--- src/rtl/fifo_pkg.sv ---
// fifo_pkg: shared sizing constants and helpers for sync_fifo.
package fifo_pkg;
    localparam int DATA_W_DEF = 8;
    localparam int ADDR_W_DEF = 2;
    localparam int CNT_W_DEF  = ADDR_W_DEF + 1;

    function automatic int depth(input int addr_w);
        return 1 << addr_w;
    endfunction

    function automatic int cnt_w(input int addr_w);
        return addr_w + 1;
    endfunction
endpackage

--- src/rtl/sync_fifo_if.sv ---
// sync_fifo_if: put/get strobes, data and status of sync_fifo.
// overflow/underflow exist only when SYNC_FIFO_ERR_EN is defined.
interface sync_fifo_if
    import fifo_pkg::*;
#(
    parameter int DATA_W = DATA_W_DEF,
    parameter int ADDR_W = ADDR_W_DEF
);
    logic                en_put;
    logic [DATA_W-1:0]   data_in;
    logic                en_get;
    logic [DATA_W-1:0]   data_out;
    logic                full;
    logic                empty;
    logic [ADDR_W:0]     count;
`ifdef SYNC_FIFO_ERR_EN
    logic                overflow;
    logic                underflow;
`endif

    modport master (
        output en_put, data_in, en_get,
`ifdef SYNC_FIFO_ERR_EN
        input  overflow, underflow,
`endif
        input  data_out, full, empty, count
    );

    modport slave (
        input  en_put, data_in, en_get,
`ifdef SYNC_FIFO_ERR_EN
        output overflow, underflow,
`endif
        output data_out, full, empty, count
    );
endinterface

--- src/rtl/fifo_mem.sv ---
// fifo_mem: DEPTH x DATA_W register array, one write port, one registered read port.
module fifo_mem
    import fifo_pkg::*;
#(
    parameter int DATA_W = DATA_W_DEF,
    parameter int ADDR_W = ADDR_W_DEF
) (
    input  logic              clk,
    input  logic              reset,
    input  logic              i_we,
    input  logic [ADDR_W-1:0] i_waddr,
    input  logic [DATA_W-1:0] i_wdata,
    input  logic              i_re,
    input  logic [ADDR_W-1:0] i_raddr,
    output logic [DATA_W-1:0] o_rdata
);
    localparam int DEPTH = depth(ADDR_W);

    logic [DATA_W-1:0] r_mem [DEPTH];
    logic [DATA_W-1:0] r_rdata;

    // Storage is deliberately not reset; only the read register is.
    always_ff @(posedge clk)
        if (i_we) r_mem[i_waddr] <= i_wdata;

    always_ff @(posedge clk)
        if (reset) r_rdata <= '0;
        else if (i_re) r_rdata <= r_mem[i_raddr];

    assign o_rdata = r_rdata;
endmodule

--- src/rtl/sync_fifo.sv ---
// sync_fifo: single-clock FIFO with registered read data, flags and occupancy.
// Define SYNC_FIFO_ERR_EN to add sticky overflow/underflow outputs.
module sync_fifo
    import fifo_pkg::*;
#(
    parameter int DATA_W = DATA_W_DEF,
    parameter int ADDR_W = ADDR_W_DEF
) (
    input logic clk,
    input logic reset,
    sync_fifo_if.slave bus
);
    localparam int DEPTH = depth(ADDR_W);
    localparam int CNT_W = cnt_w(ADDR_W);

    logic [CNT_W-1:0]  r_wr_ptr, r_rd_ptr, r_count;
    logic              r_full, r_empty;
    logic              w_put_ok, w_get_ok;
    logic [CNT_W-1:0]  w_next_count;
    logic [DATA_W-1:0] w_rdata;

    assign w_put_ok     = bus.en_put & ~r_full;
    assign w_get_ok     = bus.en_get & ~r_empty;
    assign w_next_count = r_count + CNT_W'(w_put_ok) - CNT_W'(w_get_ok);

    // Flags come from next_count so they line up with the registered count.
    always_ff @(posedge clk)
        if (reset) begin
            r_wr_ptr <= '0;
            r_rd_ptr <= '0;
            r_count  <= '0;
            r_full   <= 1'b0;
            r_empty  <= 1'b1;
        end else begin
            r_wr_ptr <= r_wr_ptr + CNT_W'(w_put_ok);
            r_rd_ptr <= r_rd_ptr + CNT_W'(w_get_ok);
            r_count  <= w_next_count;
            r_full   <= w_next_count == CNT_W'(DEPTH);
            r_empty  <= w_next_count == '0;
        end

    fifo_mem #(.DATA_W(DATA_W), .ADDR_W(ADDR_W)) u_mem (
        .clk     (clk),
        .reset   (reset),
        .i_we    (w_put_ok),
        .i_waddr (r_wr_ptr[ADDR_W-1:0]),
        .i_wdata (bus.data_in),
        .i_re    (w_get_ok),
        .i_raddr (r_rd_ptr[ADDR_W-1:0]),
        .o_rdata (w_rdata)
    );

`ifdef SYNC_FIFO_ERR_EN
    logic r_overflow, r_underflow;

    always_ff @(posedge clk)
        if (reset) begin
            r_overflow  <= 1'b0;
            r_underflow <= 1'b0;
        end else begin
            r_overflow  <= r_overflow | (bus.en_put & r_full & ~bus.en_get);
            r_underflow <= r_underflow | (bus.en_get & r_empty);
        end

    assign bus.overflow  = r_overflow;
    assign bus.underflow = r_underflow;
`endif

    assign bus.data_out = w_rdata;
    assign bus.full     = r_full;
    assign bus.empty    = r_empty;
    assign bus.count    = r_count;
endmodule
--- src/flat_wrapper.sv ---
// flat-port wrapper written by rule: the top's interface ports become plain ports
module sync_fifo_flat import fifo_pkg::*;
#(
    parameter int DATA_W = DATA_W_DEF,
    parameter int ADDR_W = ADDR_W_DEF
)
  (clk, reset, bus_en_put, bus_data_in, bus_en_get, bus_data_out, bus_full, bus_empty, bus_count);
  sync_fifo_if #(.DATA_W(DATA_W), .ADDR_W(ADDR_W)) bus_i ();
  input logic clk;
  input logic reset;
  input wire logic [$bits(bus_i.en_put)-1:0] bus_en_put;
  input wire logic [$bits(bus_i.data_in)-1:0] bus_data_in;
  input wire logic [$bits(bus_i.en_get)-1:0] bus_en_get;
  output wire logic [$bits(bus_i.data_out)-1:0] bus_data_out;
  output wire logic [$bits(bus_i.full)-1:0] bus_full;
  output wire logic [$bits(bus_i.empty)-1:0] bus_empty;
  output wire logic [$bits(bus_i.count)-1:0] bus_count;
  assign bus_i.en_put = bus_en_put;
  assign bus_i.data_in = bus_data_in;
  assign bus_i.en_get = bus_en_get;
  assign bus_data_out = bus_i.data_out;
  assign bus_full = bus_i.full;
  assign bus_empty = bus_i.empty;
  assign bus_count = bus_i.count;
  sync_fifo #(.DATA_W(DATA_W), .ADDR_W(ADDR_W)) u_core (.clk(clk), .reset(reset), .bus(bus_i));
endmodule
--- config.mk ---
export PLATFORM = sky130hd
export DESIGN_NAME = sync_fifo_flat
export DESIGN_NICKNAME = d
export VERILOG_FILES = /design/src/rtl/fifo_pkg.sv /design/src/rtl/sync_fifo_if.sv /design/src/rtl/fifo_mem.sv /design/src/rtl/sync_fifo.sv /design/src/flat_wrapper.sv
export SDC_FILE = /design/constraint.sdc
export NUM_CORES = 1
export LEC_CHECK = 0
export BUFFER_PORTS_ARGS = -buffer_cell sky130_fd_sc_hd__buf_4
export CAP_MARGIN = 20
export CORE_MARGIN = 2
export CORE_UTILIZATION = 50
export CTS_BUF_LIST = sky130_fd_sc_hd__clkbuf_8
export DETAILED_ROUTE_END_ITERATION = 12
export GPL_TIMING_DRIVEN = 0
export HOLD_SLACK_MARGIN = 0.03
export PLACE_DENSITY = 0.74
export SYNTH_ARGS = -nofsm -noshare
export SYNTH_HDL_FRONTEND = slang
export SYNTH_SLANG_ARGS = --single-unit
--- constraint.sdc ---
create_clock -name clk -period 2.8 [get_ports clk]
set_clock_uncertainty 0.15 [all_clocks]
set_input_delay 0.28 -clock clk [delete_from_list [all_inputs] [get_ports clk]]
set_output_delay 0.28 -clock clk [all_outputs]
set_load 0.005 [all_outputs]
==> flow_metrics.py, run 1 <==
metrics = {
    "global_route": {
        "grtUsageTotal": 0.169,
        "grt-ovfl-total": 0,
        "grt_pass1_vias": 1022,
        "grt_pass1_wl_um": 4860,
        "grt_antenna_before_repair": 0,
        "grt_max_degree": 16,
    },
    "timing": {
        "hold_viol": 0,
        "slew_violations": 0,
        "worst_pin_slew_ns": 0.798,
        "setup_tns_ns": 0,
        "slew_headroom": 0.466,
        "hold_slack_ns": 0.0401,
        "rsz0062_at_grt": "no",
        "fmax_mhz": 429,
        "fin_ws_ns": 0.468,
        "setup_viol": 0,
        "fin_crit_ns": 2.33,
        "post-route-period-util": 0.833,
    },
    "synthesis": {
        "yosysSeqAreaShare": 0.712,
        "synth_top_area_cell": "edfxtp_1",
        "synth_area_mm2": 0.00183,
        "syn-num-nets": 121,
        "avgSynthCellArea_um2": 17.2,
        "synth-seq-cells": 49,
        "syn_inst": 106,
        "yosys_warnings": 0,
        "synth.area.top_cells": "edfxtp_1 (53%), dfxtp_1 (19%), mux4_2 (9.9%)",
        "ys_types": 23,
        "synth_top_area_frac": 0.526,
    },
    "drt": {
        "vias": 961,
        "drc": 0,
        "dr.pass1.iters": 4,
        "drtIter0Drc": 32,
        "wl_um": 2990,
        "post_drt_wl_per_cell_um": 15.5,
        "viasPerCell": 4.98,
        "ant_nets": 0,
    },
    "clock_network": {
        "cts_num_sinks": 49,
        "cts_resized": 0,
        "cts_buffers": 5,
        "clk_pin_slew_ns": 0.08,
        "clockBufferDepth": 2,
        "root_buffer": "clkbuf_8",
        "clk_latency_ns": 0.30,
        "cts.htree.levels": 2,
        "cts_tree": "built",
    },
    "power_and_ir_drop": {
        "leakage_nw": 0.878,
        "power_density_mw_per_mm2": 850,
        "ir_drop_mv": 0.483,
    },
    "placement": {
        "port_buffers": 24,
        "pre_cts_ws_ns": 0.461,
        "post-dp-hpwl_um": 1940,
        "routabilityCongestion": 0.763,
    },
    "floorplan": {
        "start_util": 0.535,
        "die_h_um": 64.4,
        "fp.dieW_um": 64.4,
        "placementRows": 21,
        "dieArea_mm2": 0.00415,
        "io_pins": 25,
        "core-area_mm2": 0.00342,
    },
    "critical_path": {
        "crit_type": "reg -> reg",
        "crit_fanout": 10,
        "arrival_ns": 2.42,
        "end_kind": "flop",
        "worstPathRequired_ns": 2.89,
        "worstSetupStartpointType": "flop",
    },
    "flow_run": {
        "drv_cap": 0,
    },
    "final_layout": {
        "fin_nets": 161,
        "drive_gt1_frac": 0.293,
        "antenna_cells": 0,
        "syn_to_final_growth_pct": 22.6,
    },
    "outcome": {
        "status": "completed",
    },
    "worst_hold_path": {
        "hold_class": "in -> reg",
    },
}
layout make-up:
| class | count | area [µm²] |
|---|---|---|
| Timing Repair Buffer | 33 | 268 |
| Tap cell | 46 | 57.6 |
| Multi-Input combinational cell | 51 | 490 |
| Buffer | 4 | 27.5 |
| Clock buffer | 5 | 68.8 |
| Clock inverter | 3 | 18.8 |
| Sequential cell | 49 | 1300 |
| Fill cell | 269 | 1180 |
| Inverter | 2 | 7.51 |
final timing paths:
path,startpoint,end,slack (ns),depth (start not counted)
min,reset,u_core.r_wr_ptr[1]$_SDFF_PP0_,0.04,2
max,u_core.bus.empty$_SDFF_PP1_,u_core.bus.full$_SDFF_PP0_,0.47,9
min reg2reg,u_core.u_mem.o_rdata[4]$_SDFFE_PP0P_,u_core.u_mem.o_rdata[4]$_SDFFE_PP0P_,0.36,2
max reg2reg,u_core.bus.empty$_SDFF_PP1_,u_core.bus.full$_SDFF_PP0_,0.47,9
where the power goes:
group          internal (mW)  switching (mW)
Sequential             0.913          0.0614
Clock                  0.172           0.225
Combinational          0.300           0.232
Total                   1.39           0.518
repair_timing:
item / 4_1_cts / 5_1_grt
hold buffers: 8 / 0
hold endpoints to repair: 29 / 0
setup buffers: 0 / 0
worst max-delay path, cell delays in order (launching register included):
cell and delay (ns):
dfxtp_1 0.34, nand2b_1 0.15, buf_4 0.24, xnor2_1 0.15, ha_1 0.16, inv_1 0.05, fa_1 0.35, xnor3_1 0.36
nor2_1 0.15, and3_1 0.18
layout by cell type (no fill, tap or decap), drive strengths merged, types with 2 or more instances in the layout:
cell | netlist | final
clkinvlp | 0 | 2
ha | 2 | 2
dlygate4sd3 | 0 | 8
xnor2 | 2 | 2
edfxtp | 32 | 32
inv | 2 | 3
nor2 | 17 | 17
dfxtp | 17 | 17
xor2 | 2 | 2
mux4 | 8 | 8
buf | 3 | 28
mux2i | 8 | 8
nor2b | 2 | 2
and3 | 2 | 2
clkbuf | 1 | 6
cell usage after synthesis:
library cell,instances
mux2i_1,8
buf_4,1
clkbuf_1,1
nor2b_1,2
nor2_1,17
mux4_2,8
xor2_1,2
dfxtp_1,17
and3_1,2
a21oi_1,1
edfxtp_1,32
nor3b_1,1
nand2_1,1
buf_6,1
xnor2_1,2
nand2b_1,1
and3b_1,1
buf_2,1
ha_1,2
fa_1,1
nand3b_1,1
xnor3_1,1
inv_1,2
flip-flops by register name, indices dropped and copies added, names as in the netlist:
| register | count |
|---|---|
| u_core.u_mem.r_mem | 32 |
| u_core.r_wr_ptr | 2 |
| u_core.bus.full | 1 |
| u_core.u_mem.o_rdata | 8 |
| u_core.r_rd_ptr | 2 |
| u_core.bus.count | 3 |
| u_core.bus.empty | 1 |
metal layers:
layer	up-vias	share of wire	track usage
li1	465	-	-
met1	470	0.41	0.193
met2	21	0.53	0.290
met3	5	0.046	0.0590
met4	0	0.018	0.0718
met5	-	0	0
stage by stage:
step                       util  power (mW)  cells  cell area (µm²)
final                     0.656        1.90    193             2240
after global routing      0.656        2.01    193             2240
after CTS                 0.656        1.92    193             2240
after detailed placement  0.607        1.53    177             2070
after global placement    0.604        1.49    176             2060
after floorplan               -        1.33    106             1830
logic make-up (layout without fill, tap and decap cells):
family	Yosys count	after routing	share of synthesized area
DFF	49	49	0.712
and+or+nand+nor	26	26	0.0671
muxes	16	16	0.142
buffers and inverters	6	47	0.0192
xor gates and xnor gates	5	5	0.0315
adders and majority gates	3	3	0.0247
AOI/OAI and AO/OA	1	1	0.00274
(Power assumes the default switching activity.)
==> run 2: changes to the inputs <==
--- a/config.mk
+++ b/config.mk
@@ -5,6 +5,7 @@
 export SDC_FILE = /design/constraint.sdc
 export NUM_CORES = 1
 export LEC_CHECK = 0
+export ABC_AREA = 1
 export BUFFER_PORTS_ARGS = -buffer_cell sky130_fd_sc_hd__buf_4
 export CAP_MARGIN = 20
 export CORE_MARGIN = 2
@@ -13,7 +14,7 @@
 export DETAILED_ROUTE_END_ITERATION = 12
 export GPL_TIMING_DRIVEN = 0
 export HOLD_SLACK_MARGIN = 0.03
-export PLACE_DENSITY = 0.74
+export PLACE_DENSITY = 0.76
 export SYNTH_ARGS = -nofsm -noshare
 export SYNTH_HDL_FRONTEND = slang
 export SYNTH_SLANG_ARGS = --single-unit
==> constraint.sdc (replaced) <==
create_clock -name clk -period 2.1 [get_ports clk]
set_clock_uncertainty 0.15 [all_clocks]
set_input_delay 0.21 -clock clk [delete_from_list [all_inputs] [get_ports clk]]
set_output_delay 0.21 -clock clk [all_outputs]
set_load 0.005 [all_outputs]
==> run 2 against run 1 <==
Hold slack improved by 0.084 ns. Clock-buffer cell count unchanged. Total power increased by 46%. Area after synthesis increased by 5.8%.
==> flow_metrics.py, run 2 <==
metrics = {
    "outcome": {
        "status": "completed",
    },
    "synthesis": {
        "synth-seq-cells": 49,
        "synth_top_area_cell": "edfxtp_1",
        "avgSynthCellArea_um2": 10.7,
        "yosysSeqAreaShare": 0.674,
        "synth-edff-count": 32,
        "syn_inst": 180,
        "synth.area.top_cells": "edfxtp_1 (50%), dfxtp_1 (18%), nand2_1 (9.5%)",
        "synth_top_area_frac": 0.497,
        "async_reset_ff_frac": 0,
        "syn-num-nets": 195,
        "synth_area_mm2": 0.00193,
        "yosysMostFrequentCell": "nand2_1",
        "synth-main-ff-cell": "edfxtp_1",
        "yosys_warnings": 0,
        "yosys-top-cells-count": "nand2_1 (49), edfxtp_1 (32), nand3_1 (19), dfxtp_1 (17), inv_1 (16)",
        "ys_types": 19,
    },
    "flow_run": {
        "drv_cap": 0,
    },
    "clock_network": {
        "clockBufferDepth": 2,
        "cts_setup_buffers": 0,
        "cts_tree": "built",
        "clk_latency_ns": 0.30,
        "cts_buffers": 5,
        "clk_pin_slew_ns": 0.09,
        "cts_num_sinks": 49,
        "root_buffer": "clkbuf_8",
        "cts.htree.levels": 2,
    },
    "critical_path": {
        "arrival_ns": 2.04,
        "timing.rr.end": "u_core.bus.empty$_SDFF_PP1_",
        "crit_buf_inv": 3,
        "ff2ff_path_depth": 10,
        "cp_top_family": "adder cells",
        "cp_common_cell": "inv_1",
        "cp_cell_sequence": "inv_1, nand2_2, xnor2_1, ha_1, inv_1, fa_1, inv_1, nor2_1, nand3_1, nand2_1",
        "slowest_stage": "fa_1",
        "r2r_start": "u_core.bus.empty$_SDFF_PP1_",
        "crit_fanout": 4,
        "worstPathRequired_ns": 2.20,
        "rrSetupSlack_ns": 0.16,
        "crit_type": "reg -> reg",
        "worstSetupStartpointType": "flop",
        "cpPeakStageDelay_ns": 0.50,
        "end_kind": "flop",
    },
    "final_layout": {
        "drive_gt1_frac": 0.213,
        "fin_area_mm2": 0.00241,
        "final_cell_mix": "nand2_1 (48), edfxtp_1 (32), buf_4 (28)",
        "syn_to_final_growth_pct": 24.9,
        "fin_nets": 239,
        "final_cells": 273,
        "utilization": 0.654,
        "antenna_cells": 0,
        "largest-register": "u_core.u_mem.r_mem",
        "mostFrequentLayoutCell": "nand2_1",
        "largest_reg_flops": 32,
    },
    "timing": {
        "worst_pin_slew_ns": 0.648,
        "setup_viol": 0,
        "slew_headroom": 0.565,
        "fin_crit_ns": 1.94,
        "post-route-period-util": 0.926,
        "slew_violations": 0,
        "hold_viol": 0,
        "hold_slack_ns": 0.124,
        "rsz0062_at_grt": "no",
        "fmax_mhz": 514,
    },
    "global_route": {
        "grt_max_degree": 16,
        "grt_antenna_before_repair": 0,
        "grt-ovfl-total": 0,
        "grt_pass1_vias": 1235,
        "grt_pass1_wl_um": 5410,
        "grtUsageTotal": 0.175,
    },
    "worst_hold_path": {
        "holdCritStartpoint": "bus_en_get",
        "hold_class": "in -> reg",
        "hold_end": "u_core.r_rd_ptr[0]$_SDFF_PP0_",
        "worst_hold_path.num_cells": 4,
    },
    "floorplan": {
        "core-area_mm2": 0.00369,
        "placementRows": 22,
        "start_util": 0.524,
        "fp.dieW_um": 66.2,
        "io_pins": 25,
        "dieArea_mm2": 0.00438,
        "die_h_um": 66.2,
    },
    "placement": {
        "place_inst": 256,
        "post-dp-hpwl_um": 2350,
        "routabilityCongestion": 0.783,
        "dpl_cell_area_mm2": 0.00220,
        "port_buffers": 24,
    },
    "drt": {
        "wl_um": 3460,
        "vias": 1338,
        "ant_nets": 0,
        "dr.pass1.iters": 4,
        "drtIter0Drc": 28,
        "viasPerCell": 4.90,
        "drc": 0,
        "post_drt_wl_per_cell_um": 12.7,
    },
    "power_and_ir_drop": {
        "ir_drop_mv": 0.724,
        "leakage_nw": 1.02,
        "power_density_mw_per_mm2": 1150,
        "finalPower_mw": 2.78,
    },
}
run 2: cell types whose count changed after synthesis, sizes merged, moves of 4 or more:
cell,delta
nor3,+4
inv,+16
mux2i,-8
nor2,-6
nand3,+19
mux4,-8
nand2,+48
a21oi,+8
o21ai,+10
run 2: worst min-delay path: stages:
cell,delay (ns)
buf_4,0.09
nand2_2,0.09
nor2_4,0.10
nor2_1,0.04
run 2: layout make-up:
type                            instances  area [µm²]
Multi-Input combinational cell        107         526
Tap cell                               48        60.1
Fill cell                             296        1270
Inverter                               18        72.6
Buffer                                  6        45.0
Timing Repair Buffer                   37         298
Clock buffer                            5        68.8
Sequential cell                        49        1300
Clock inverter                          3        42.5
run 2: how the worst max path moves through the flow:
stage,from,endpoint,slack (ns),cells past startpoint
3_3_place_gp,u_core.bus.full$_SDFF_PP0_,u_core.u_mem.r_mem[3][3]$_DFFE_PP_,-0.06,3
3_5_place_dp,u_core.bus.empty$_SDFF_PP1_,u_core.bus.empty$_SDFF_PP1_,0.11,10
4_1_cts,u_core.bus.empty$_SDFF_PP1_,u_core.bus.empty$_SDFF_PP1_,0.07,10
5_1_grt,u_core.bus.empty$_SDFF_PP1_,u_core.bus.full$_SDFF_PP0_,0.004,10
6_report,u_core.bus.empty$_SDFF_PP1_,u_core.bus.empty$_SDFF_PP1_,0.16,10
2_1_floorplan,u_core.bus.empty$_SDFF_PP1_,u_core.bus.empty$_SDFF_PP1_,0.23,10
run 2: through the flow:
| step | setup TNS [ns] | worst slack [ns] |
|---|---|---|
| 5_1_grt | 0 | 0.00385 |
| 3_3_place_gp | -1.31 | -0.0619 |
| 2_1_floorplan | 0 | 0.232 |
| 3_5_place_dp | 0 | 0.108 |
| 4_1_cts | 0 | 0.0720 |
| 6_report | 0 | 0.156 |
run 2: cell families after synthesis:
kind of cell	count (synthesis)	synth area share
AND/OR/NAND/NOR	83	0.184
adder cells (fa/ha/maj)	3	0.0233
XOR/XNOR	2	0.00907
flip-flops	49	0.674
AO/OA/AOI/OAI	19	0.0492
buffers and inverters	24	0.0609
run 2: power by group:
| group | leakage, nW | total [mW] | internal [mW] | switching (mW) |
|---|---|---|---|---|
| combinational | 0.528 | 0.814 | 0.364 | 0.449 |
| clock | 0.0595 | 0.650 | 0.352 | 0.298 |
| sequential | 0.434 | 1.31 | 1.21 | 0.100 |
run 2: timing repair:
action	4_1_cts	5_1_grt
gates resized for setup	0	3
endpoints found under the setup margin	0	10
hold buffers	9	0
endpoints found under the hold margin	37	0
run 2: layer usage:
metal / GRT usage / vias to the layer above / wire length (µm)
li1: - / 682 / -
met1: 0.202 / 625 / 1500
met2: 0.293 / 25 / 1770
met3: 0.0375 / 6 / 133
met4: 0.112 / 0 / 51
met5: 0 / - / 0
